File: src/rtl/soc_periph_demux_pkg.sv
// SoC address map: slave index enum, region base/length constants and lookup helpers.
// Latency: n/a (constants and pure functions only).
// Backpressure: n/a.
package soc_periph_demux_pkg;

   localparam int NrTargets = 10;
   localparam int IdxWidth  = $clog2(NrTargets + 1);

   // Slave index order; index NrTargets is reserved for the internal error responder.
   typedef enum logic [3:0] {
      SlvDram  = 4'd0,
      SlvGpio  = 4'd1,
      SlvEth   = 4'd2,
      SlvSpi   = 4'd3,
      SlvTimer = 4'd4,
      SlvUart  = 4'd5,
      SlvPlic  = 4'd6,
      SlvClint = 4'd7,
      SlvRom   = 4'd8,
      SlvDebug = 4'd9
   } slave_e;

   localparam logic [63:0] DebugBase  = 64'h0000_0000;  localparam logic [63:0] DebugLength = 64'h0000_1000;
   localparam logic [63:0] RomBase    = 64'h0001_0000;  localparam logic [63:0] RomLength   = 64'h0001_0000;
   localparam logic [63:0] ClintBase  = 64'h0200_0000;  localparam logic [63:0] ClintLength = 64'h000C_0000;
   localparam logic [63:0] PlicBase   = 64'h0C00_0000;  localparam logic [63:0] PlicLength  = 64'h03FF_FFFF;
   localparam logic [63:0] UartBase   = 64'h1000_0000;  localparam logic [63:0] UartLength  = 64'h0000_1000;
   localparam logic [63:0] TimerBase  = 64'h1800_0000;  localparam logic [63:0] TimerLength = 64'h0000_1000;
   localparam logic [63:0] SpiBase    = 64'h2000_0000;  localparam logic [63:0] SpiLength   = 64'h0080_0000;
   localparam logic [63:0] EthBase    = 64'h3000_0000;  localparam logic [63:0] EthLength   = 64'h0001_0000;
   localparam logic [63:0] GpioBase   = 64'h4000_0000;  localparam logic [63:0] GpioLength  = 64'h0000_1000;
   localparam logic [63:0] DramBase   = 64'h8000_0000;  localparam logic [63:0] DramLength  = 64'h4000_0000;

   function automatic logic [63:0] region_base(input int idx);
      case (idx)
         0:       return DramBase;
         1:       return GpioBase;
         2:       return EthBase;
         3:       return SpiBase;
         4:       return TimerBase;
         5:       return UartBase;
         6:       return PlicBase;
         7:       return ClintBase;
         8:       return RomBase;
         9:       return DebugBase;
         default: return 64'h0;
      endcase
   endfunction

   // Zero length for unknown indices makes them impossible to hit.
   function automatic logic [63:0] region_length(input int idx);
      case (idx)
         0:       return DramLength;
         1:       return GpioLength;
         2:       return EthLength;
         3:       return SpiLength;
         4:       return TimerLength;
         5:       return UartLength;
         6:       return PlicLength;
         7:       return ClintLength;
         8:       return RomLength;
         9:       return DebugLength;
         default: return 64'h0;
      endcase
   endfunction

endpackage

File: src/rtl/soc_addr_decode.sv
// Address to slave-index decoder over the SoC map; miss yields idx = NrTargets, hit = 0.
// Latency: purely combinational.
// Backpressure: none.
// Ports: addr_i byte address in; idx_o decoded slave index; hit_o set when a region matched.
module soc_addr_decode
   import soc_periph_demux_pkg::*;
#(
   parameter int AddrWidth = 64
) (
   input  logic [AddrWidth-1:0] addr_i,
   output logic [IdxWidth-1:0]  idx_o,
   output logic                 hit_o
);

   logic [63:0] addr64;
   assign addr64 = 64'(addr_i);

   // Regions do not overlap, so at most one iteration can match.
   always_comb begin
      idx_o = IdxWidth'(NrTargets);
      hit_o = 1'b0;
      for (int i = 0; i < NrTargets; i++) begin
         if ((addr64 >= region_base(i)) && (addr64 < region_base(i) + region_length(i))) begin
            idx_o = IdxWidth'(i);
            hit_o = 1'b1;
         end
      end
   end

endmodule

File: src/rtl/soc_periph_demux.sv
// In-order single-master demux from the CPU peripheral port to the SoC map targets, with inline decode-error responder.
// Latency: zero added request latency; responses pass through combinationally; decode errors answer exactly 1 cycle after accept.
// Backpressure: req_ready_o follows the selected slave's ready; stalls on target switch until drained or at MaxOutstanding.
// Ports: req_* master request, rsp_* master response, slv_req_* broadcast payload with per-target valid/ready, slv_rsp_* per-target responses.
module soc_periph_demux #(
   parameter int NrTargets      = 10,
   parameter int MaxOutstanding = 4,
   parameter int AddrWidth      = 64,
   parameter int DataWidth      = 64
) (
   input  logic                                clk_i,
   input  logic                                rst_ni,
   input  logic                                req_valid_i,
   output logic                                req_ready_o,
   input  logic [AddrWidth-1:0]                req_addr_i,
   input  logic                                req_we_i,
   input  logic [DataWidth-1:0]                req_wdata_i,
   input  logic [DataWidth/8-1:0]              req_be_i,
   output logic                                rsp_valid_o,
   output logic [DataWidth-1:0]                rsp_rdata_o,
   output logic                                rsp_err_o,
   output logic [NrTargets-1:0]                slv_req_valid_o,
   input  logic [NrTargets-1:0]                slv_req_ready_i,
   output logic [AddrWidth-1:0]                slv_req_addr_o,
   output logic                                slv_req_we_o,
   output logic [DataWidth-1:0]                slv_req_wdata_o,
   output logic [DataWidth/8-1:0]              slv_req_be_o,
   input  logic [NrTargets-1:0]                slv_rsp_valid_i,
   input  logic [NrTargets-1:0][DataWidth-1:0] slv_rsp_rdata_i,
   input  logic [NrTargets-1:0]                slv_rsp_err_i
);

   import soc_periph_demux_pkg::*;

   localparam int IdxW = $clog2(NrTargets + 1);
   localparam int CntW = $clog2(MaxOutstanding + 1);
   localparam logic [IdxW-1:0] ErrIdx = IdxW'(NrTargets);

   logic [IdxW-1:0]      sel_q;
   logic [CntW-1:0]      cnt_q;
   logic                 err_pending_q;

   logic [IdxW-1:0]      dec_idx;
   logic                 dec_hit;
   logic                 issue_ok;
   logic                 issue_hs;
   logic                 sel_rsp_vld;
   logic                 sel_rsp_err;
   logic [DataWidth-1:0] sel_rsp_dat;
   logic [NrTargets-1:0] sel_mask;

   soc_addr_decode #(
      .AddrWidth (AddrWidth)
   ) u_decode (
      .addr_i (req_addr_i),
      .idx_o  (dec_idx),
      .hit_o  (dec_hit)
   );

   // Payload is broadcast; only the per-target valid qualifies it.
   assign slv_req_addr_o  = req_addr_i;
   assign slv_req_we_o    = req_we_i;
   assign slv_req_wdata_o = req_wdata_i;
   assign slv_req_be_o    = req_be_i;

   // Keeping all in-flight requests on one target is what guarantees in-order responses.
   assign issue_ok = (cnt_q == '0) ||
                     ((dec_idx == sel_q) && (cnt_q < CntW'(MaxOutstanding)));

   // Gated by rst_ni so nothing is offered to the master or slaves while reset is held.
   always_comb begin
      slv_req_valid_o = '0;
      req_ready_o     = 1'b0;
      if (rst_ni && issue_ok) begin
         if (dec_hit) begin
            for (int t = 0; t < NrTargets; t++) begin
               if (dec_idx == IdxW'(t)) begin
                  slv_req_valid_o[t] = req_valid_i;
                  req_ready_o        = slv_req_ready_i[t];
               end
            end
         end else begin
            // Error responder holds a single request at a time.
            req_ready_o = ~err_pending_q;
         end
      end
   end

   assign issue_hs = req_valid_i & req_ready_o;

   always_comb begin
      sel_rsp_vld = 1'b0;
      sel_rsp_err = 1'b0;
      sel_rsp_dat = '0;
      sel_mask    = '0;
      if (sel_q == ErrIdx) begin
         sel_rsp_vld = err_pending_q;
         sel_rsp_err = 1'b1;
      end else begin
         for (int t = 0; t < NrTargets; t++) begin
            if (sel_q == IdxW'(t)) begin
               sel_mask[t] = 1'b1;
               sel_rsp_vld = slv_rsp_valid_i[t];
               sel_rsp_err = slv_rsp_err_i[t];
               sel_rsp_dat = slv_rsp_rdata_i[t];
            end
         end
      end
   end

   // Nothing is in flight at cnt_q == 0, so stray responses (e.g. after reset) are dropped.
   assign rsp_valid_o = sel_rsp_vld & (cnt_q != '0);
   assign rsp_err_o   = rsp_valid_o & sel_rsp_err;
   assign rsp_rdata_o = rsp_valid_o ? sel_rsp_dat : '0;

   always_ff @(posedge clk_i or negedge rst_ni) begin
      if (!rst_ni) begin
         sel_q         <= '0;
         cnt_q         <= '0;
         err_pending_q <= 1'b0;
      end else begin
         if (issue_hs) begin
            sel_q <= dec_idx;
         end
         if (issue_hs && !rsp_valid_o) begin
            cnt_q <= cnt_q + CntW'(1);
         end else if (!issue_hs && rsp_valid_o) begin
            cnt_q <= cnt_q - CntW'(1);
         end
         if (issue_hs && !dec_hit) begin
            err_pending_q <= 1'b1;
         end else if (err_pending_q) begin
            err_pending_q <= 1'b0;
         end
      end
   end

   a_no_foreign_rsp : assert property (@(posedge clk_i) disable iff (!rst_ni)
      (cnt_q != '0) |-> ((slv_rsp_valid_i & ~sel_mask) == '0));

   a_no_underflow : assert property (@(posedge clk_i) disable iff (!rst_ni)
      rsp_valid_o |-> (cnt_q != '0));

endmodule

File: config.mk
export PLATFORM = sky130hd
export DESIGN_NAME = soc_periph_demux
export DESIGN_NICKNAME = d
export VERILOG_FILES = /design/src/rtl/soc_periph_demux_pkg.sv /design/src/rtl/soc_addr_decode.sv /design/src/rtl/soc_periph_demux.sv
export SDC_FILE = /design/constraint.sdc
export NUM_CORES = 1
export LEC_CHECK = 0
export ABC_AREA = 0
export ABC_CLOCK_PERIOD_IN_PS = 4700
export CORE_AREA = 8 8 393 395
export DETAILED_ROUTE_END_ITERATION = 10
export DIE_AREA = 0 0 401 403
export PLACE_DENSITY = 0.31
export SLEW_MARGIN = 20
export SYNTH_ARGS = -nofsm -noshare
export SYNTH_HDL_FRONTEND = slang
export SYNTH_HIERARCHICAL = 1
export SYNTH_SLANG_ARGS = --single-unit
File: constraint.sdc
create_clock -name clk_i -period 4.7 [get_ports clk_i]
set_input_delay 1.175 -clock clk_i [delete_from_list [all_inputs] [get_ports clk_i]]
set_output_delay 1.175 -clock clk_i [all_outputs]
set_load 0.01 [all_outputs]
==> flow_summary_export.csv <==
group,metric,value,unit
status,status,"complete, but fails checks",
cts,clkTransAtPathRegs,40,ps
pwr,leakage,7.08,nW
setup_path,cp_max_fo,5,
yosys,yosys-top-cells-area,"mux4_2, buf_4, mux2_2",
yosys,synth_top_area_share,17.1,%
yosys,synth_edf_count,0,
yosys,synth_area,8040,sq um
setup_path,cp-endpoint,"slv_req_valid_o[0]",
sta,maxSlewViolCount,0,
routing,drtIter0Drc,753,
yosys,synth_seq_cells,8,
cells_and_area,post-route-cell-area,20100,sq um
setup_path,crit_top_cell,"buf_6",
yosys,synthTopCellsByCount,"buf_4, nand2_1, a21oi_1",
placed_design,routabilityCongestion,0.831,
setup_path,r2r_end,"cnt_q[2]$_DFFE_PN0P_",
placed_design,hpwl,98900,microns
setup_path,crit_arrival,3880,ps
yosys,syn_area_per_cell,7.92,sq um
setup_path,end_kind,"output port",
cts,root_buffer,"clkbuf_16",
die,start_util,5.41,%
die,row_count,142,
setup_path,worstRegToRegCells,14,
cts,htree_levels,1,
yosys,syn_inst,1015,
hold_path,min_path_type,"reg2reg",
yosys,synth_flop_cell,"dfrtp_1",
die,dieWidth,401,microns
setup_path,path_delay_family,"simple AND/OR/NAND/NOR gates",
setup_path,crit_buf_inv,5,
sta,rsz0062_at_grt,"yes",
die,die_area,162000,sq um
routing,first_pass_iters,5,
cells_and_area,fillers,17000,
placed_design,portBuffers,877,
yosys,synth.most_common_cell,"buf_4",
routing,vias,12500,
flow_run,maxCapViolCount,0,
sta,hold_slack,505,ps
sta,setup_viol,11,
setup_path,crit_start,"req_addr_i[26]",
cells_and_area,fin_util,13.5,%
setup_path,crit_chain,"buf_6 > buf_6 > or4b_4 > nor3b_4 > nor2b_4 > o211ai_1 > o311ai_4 > buf_6 > xnor2_2 > a41oi_2 > nor2_2 > nand2_4 > buf_12 > nor4_4 > clkbuf_16",
global_route,grt_usage,12.7,%
setup_path,worstSetupPathDepth,15,
routing,wl_per_cell,28.8,microns
sta,fin_tns_setup,-3090,ps
die,die_h,403,microns
sta,finalCritPeriodShare,108,%
setup_path,r2r-start,"sel_q[1]$_DFFE_PN0P_",
cts,clk_path_buf_depth,2,
placed_design,post_dp_cell_area,19500,sq um
sta,period_needed,5050,ps
sta,fmax,0.198,GHz
global_route,grt_pass1_vias,13500,
sta,skew,1.21,ps
sta,hold_viol,0,
global_route,grt_pass1_wl,140000,microns
pwr,powerDensity,85.9,nW/um^2
routing,drc,0,
sta,setup_ws,-354,ps
setup_path,startpoint_type,"input port",
die,coreArea,149000,sq um
cells_and_area,final_nets,2681,
setup_path,slowest_stage,"or4b_4",
cts,clk_latency,230,ps
yosys,ys_warn_count,6,
cts,cts_hold_buf,0,
pwr,peakVddDrop,0.116,mV
setup_path,critPathKind,"in2out",
die,io_pins,1024,
setup_path,crit_path_max_incr_delay,540,ps
cts,cts_tree,"built",
cells_and_area,final_layout_size_suffix_gt1_share,26.4,%
yosys,yosysSeqAreaShare,2.49,%
yosys,netlist-cell-type-count,74,
status,violations,"setup timing",
cts,clock_sinks,8,
cells_and_area,area_growth,150,%
yosys,syn_nets,1827,
setup_path,required,3520,ps
sta,slew_headroom,52.5,%
routing,drtAntennaViolNets,0,
yosys,synth-async-reset-ratio,100,%
yosys,synth.largest_area_cell,"mux4_2",
global_route,grt_overflow,0,
routing,drt_wl_total,110000,microns
cts,cts_buffers,3,
global_route,antenna_found_initial,55,
global_route,grt_max_degree,46,
routing,viasPerCell,3.28,
sta,tightest_slew,710,ps
setup_path,r2r_slack,1320,ps
## worst min-delay path by stage
stage	startpoint	cells past startpoint	slack, ps	end
finish	cnt_q[2]$_DFFE_PN0P_	1	510	cnt_q[2]$_DFFE_PN0P_
global route	cnt_q[2]$_DFFE_PN0P_	1	510	cnt_q[2]$_DFFE_PN0P_
CTS	cnt_q[2]$_DFFE_PN0P_	1	510	cnt_q[2]$_DFFE_PN0P_
detailed placement	cnt_q[2]$_DFFE_PN0P_	1	500	cnt_q[2]$_DFFE_PN0P_
global placement	cnt_q[2]$_DFFE_PN0P_	1	500	cnt_q[2]$_DFFE_PN0P_
floorplan	err_pending_q$_DFF_PN0_	1	430	err_pending_q$_DFF_PN0_
## area by class of cell
type / instances / area [sq um] / area share (%)
antenna: 6 / 15.0 / 0.0746
tap: 1944 / 2430 / 12.1
sequential: 8 / 211 / 1.05
multi-input combinational: 759 / 6810 / 33.9
clock buffer: 4 / 78.8 / 0.392
timing repair buffer: 1090 / 10500 / 52.4
inverter: 7 / 28.8 / 0.143
## layout by cell type (no fill, tap or decap), types with 33 or more instances in the layout
| cell | netlist | routed |
|---|---|---|
| clkdlybuf4s50_1 | 0 | 750 |
| buf_4 | 152 | 209 |
| nand2_1 | 93 | 89 |
| a21oi_1 | 75 | 74 |
| mux2_2 | 68 | 68 |
| mux4_2 | 61 | 61 |
| o21ai_0 | 62 | 60 |
| o221ai_1 | 53 | 52 |
| nor3_1 | 49 | 39 |
| dlygate4sd2_1 | 0 | 38 |
| mux2i_1 | 36 | 35 |
| a22oi_1 | 33 | 33 |
## repair_timing
item,4_1_cts,5_1_grt
resized for setup,245,66
endpoints found under the setup margin,63,36
setup buffers,13,12
pin swaps,35,47
cloned,1,0
## state kept, by name (all words and copies together), names as in the netlist
name,count
sel_q,4
cnt_q,3
err_pending_q,1
## per-stage QoR
step	power [mW]	setup WS (ps)	std cells
after CTS	1.75	-339	3801
after floorplan	0.580	-21.8	1015
after global routing	1.83	-455	3812
final	1.73	-354	3818
after detailed placement	1.58	-1170	3783
after global placement	1.59	-1230	3783
## report_power, final
part	switching [mW]	leakage, nW	internal (mW)	total (mW)
clock	0.0341	0.0382	0.113	0.147
sequential	0.0234	0.0902	0.0867	0.110
combinational	0.585	6.95	0.886	1.47
total	0.643	7.08	1.09	1.73
## logic make-up after synthesis
family                   after synthesis  synth area share [%]
AO/OA/AOI/OAI                        340                  29.2
buffers and inverters                248                  19.7
AND/OR/NAND/NOR                      241                  15.7
multiplexers                         169                  31.7
flip-flops                             8                  2.49
XOR/XNOR                               7                 0.763
adder cells (fa/ha/maj)                2                 0.405
## per-layer routing
metal	share of wire [%]	wire length, microns	GRT usage, %	vias up
li1	-	-	-	5599
met2	47	51500	21.5	651
met5	0.10	113	0	-
met1	42	46300	15.9	6116
met3	8.4	9250	4.14	154
met4	2.5	2750	2.04	18
No activity file was read; power rests on OpenSTA's default activity.
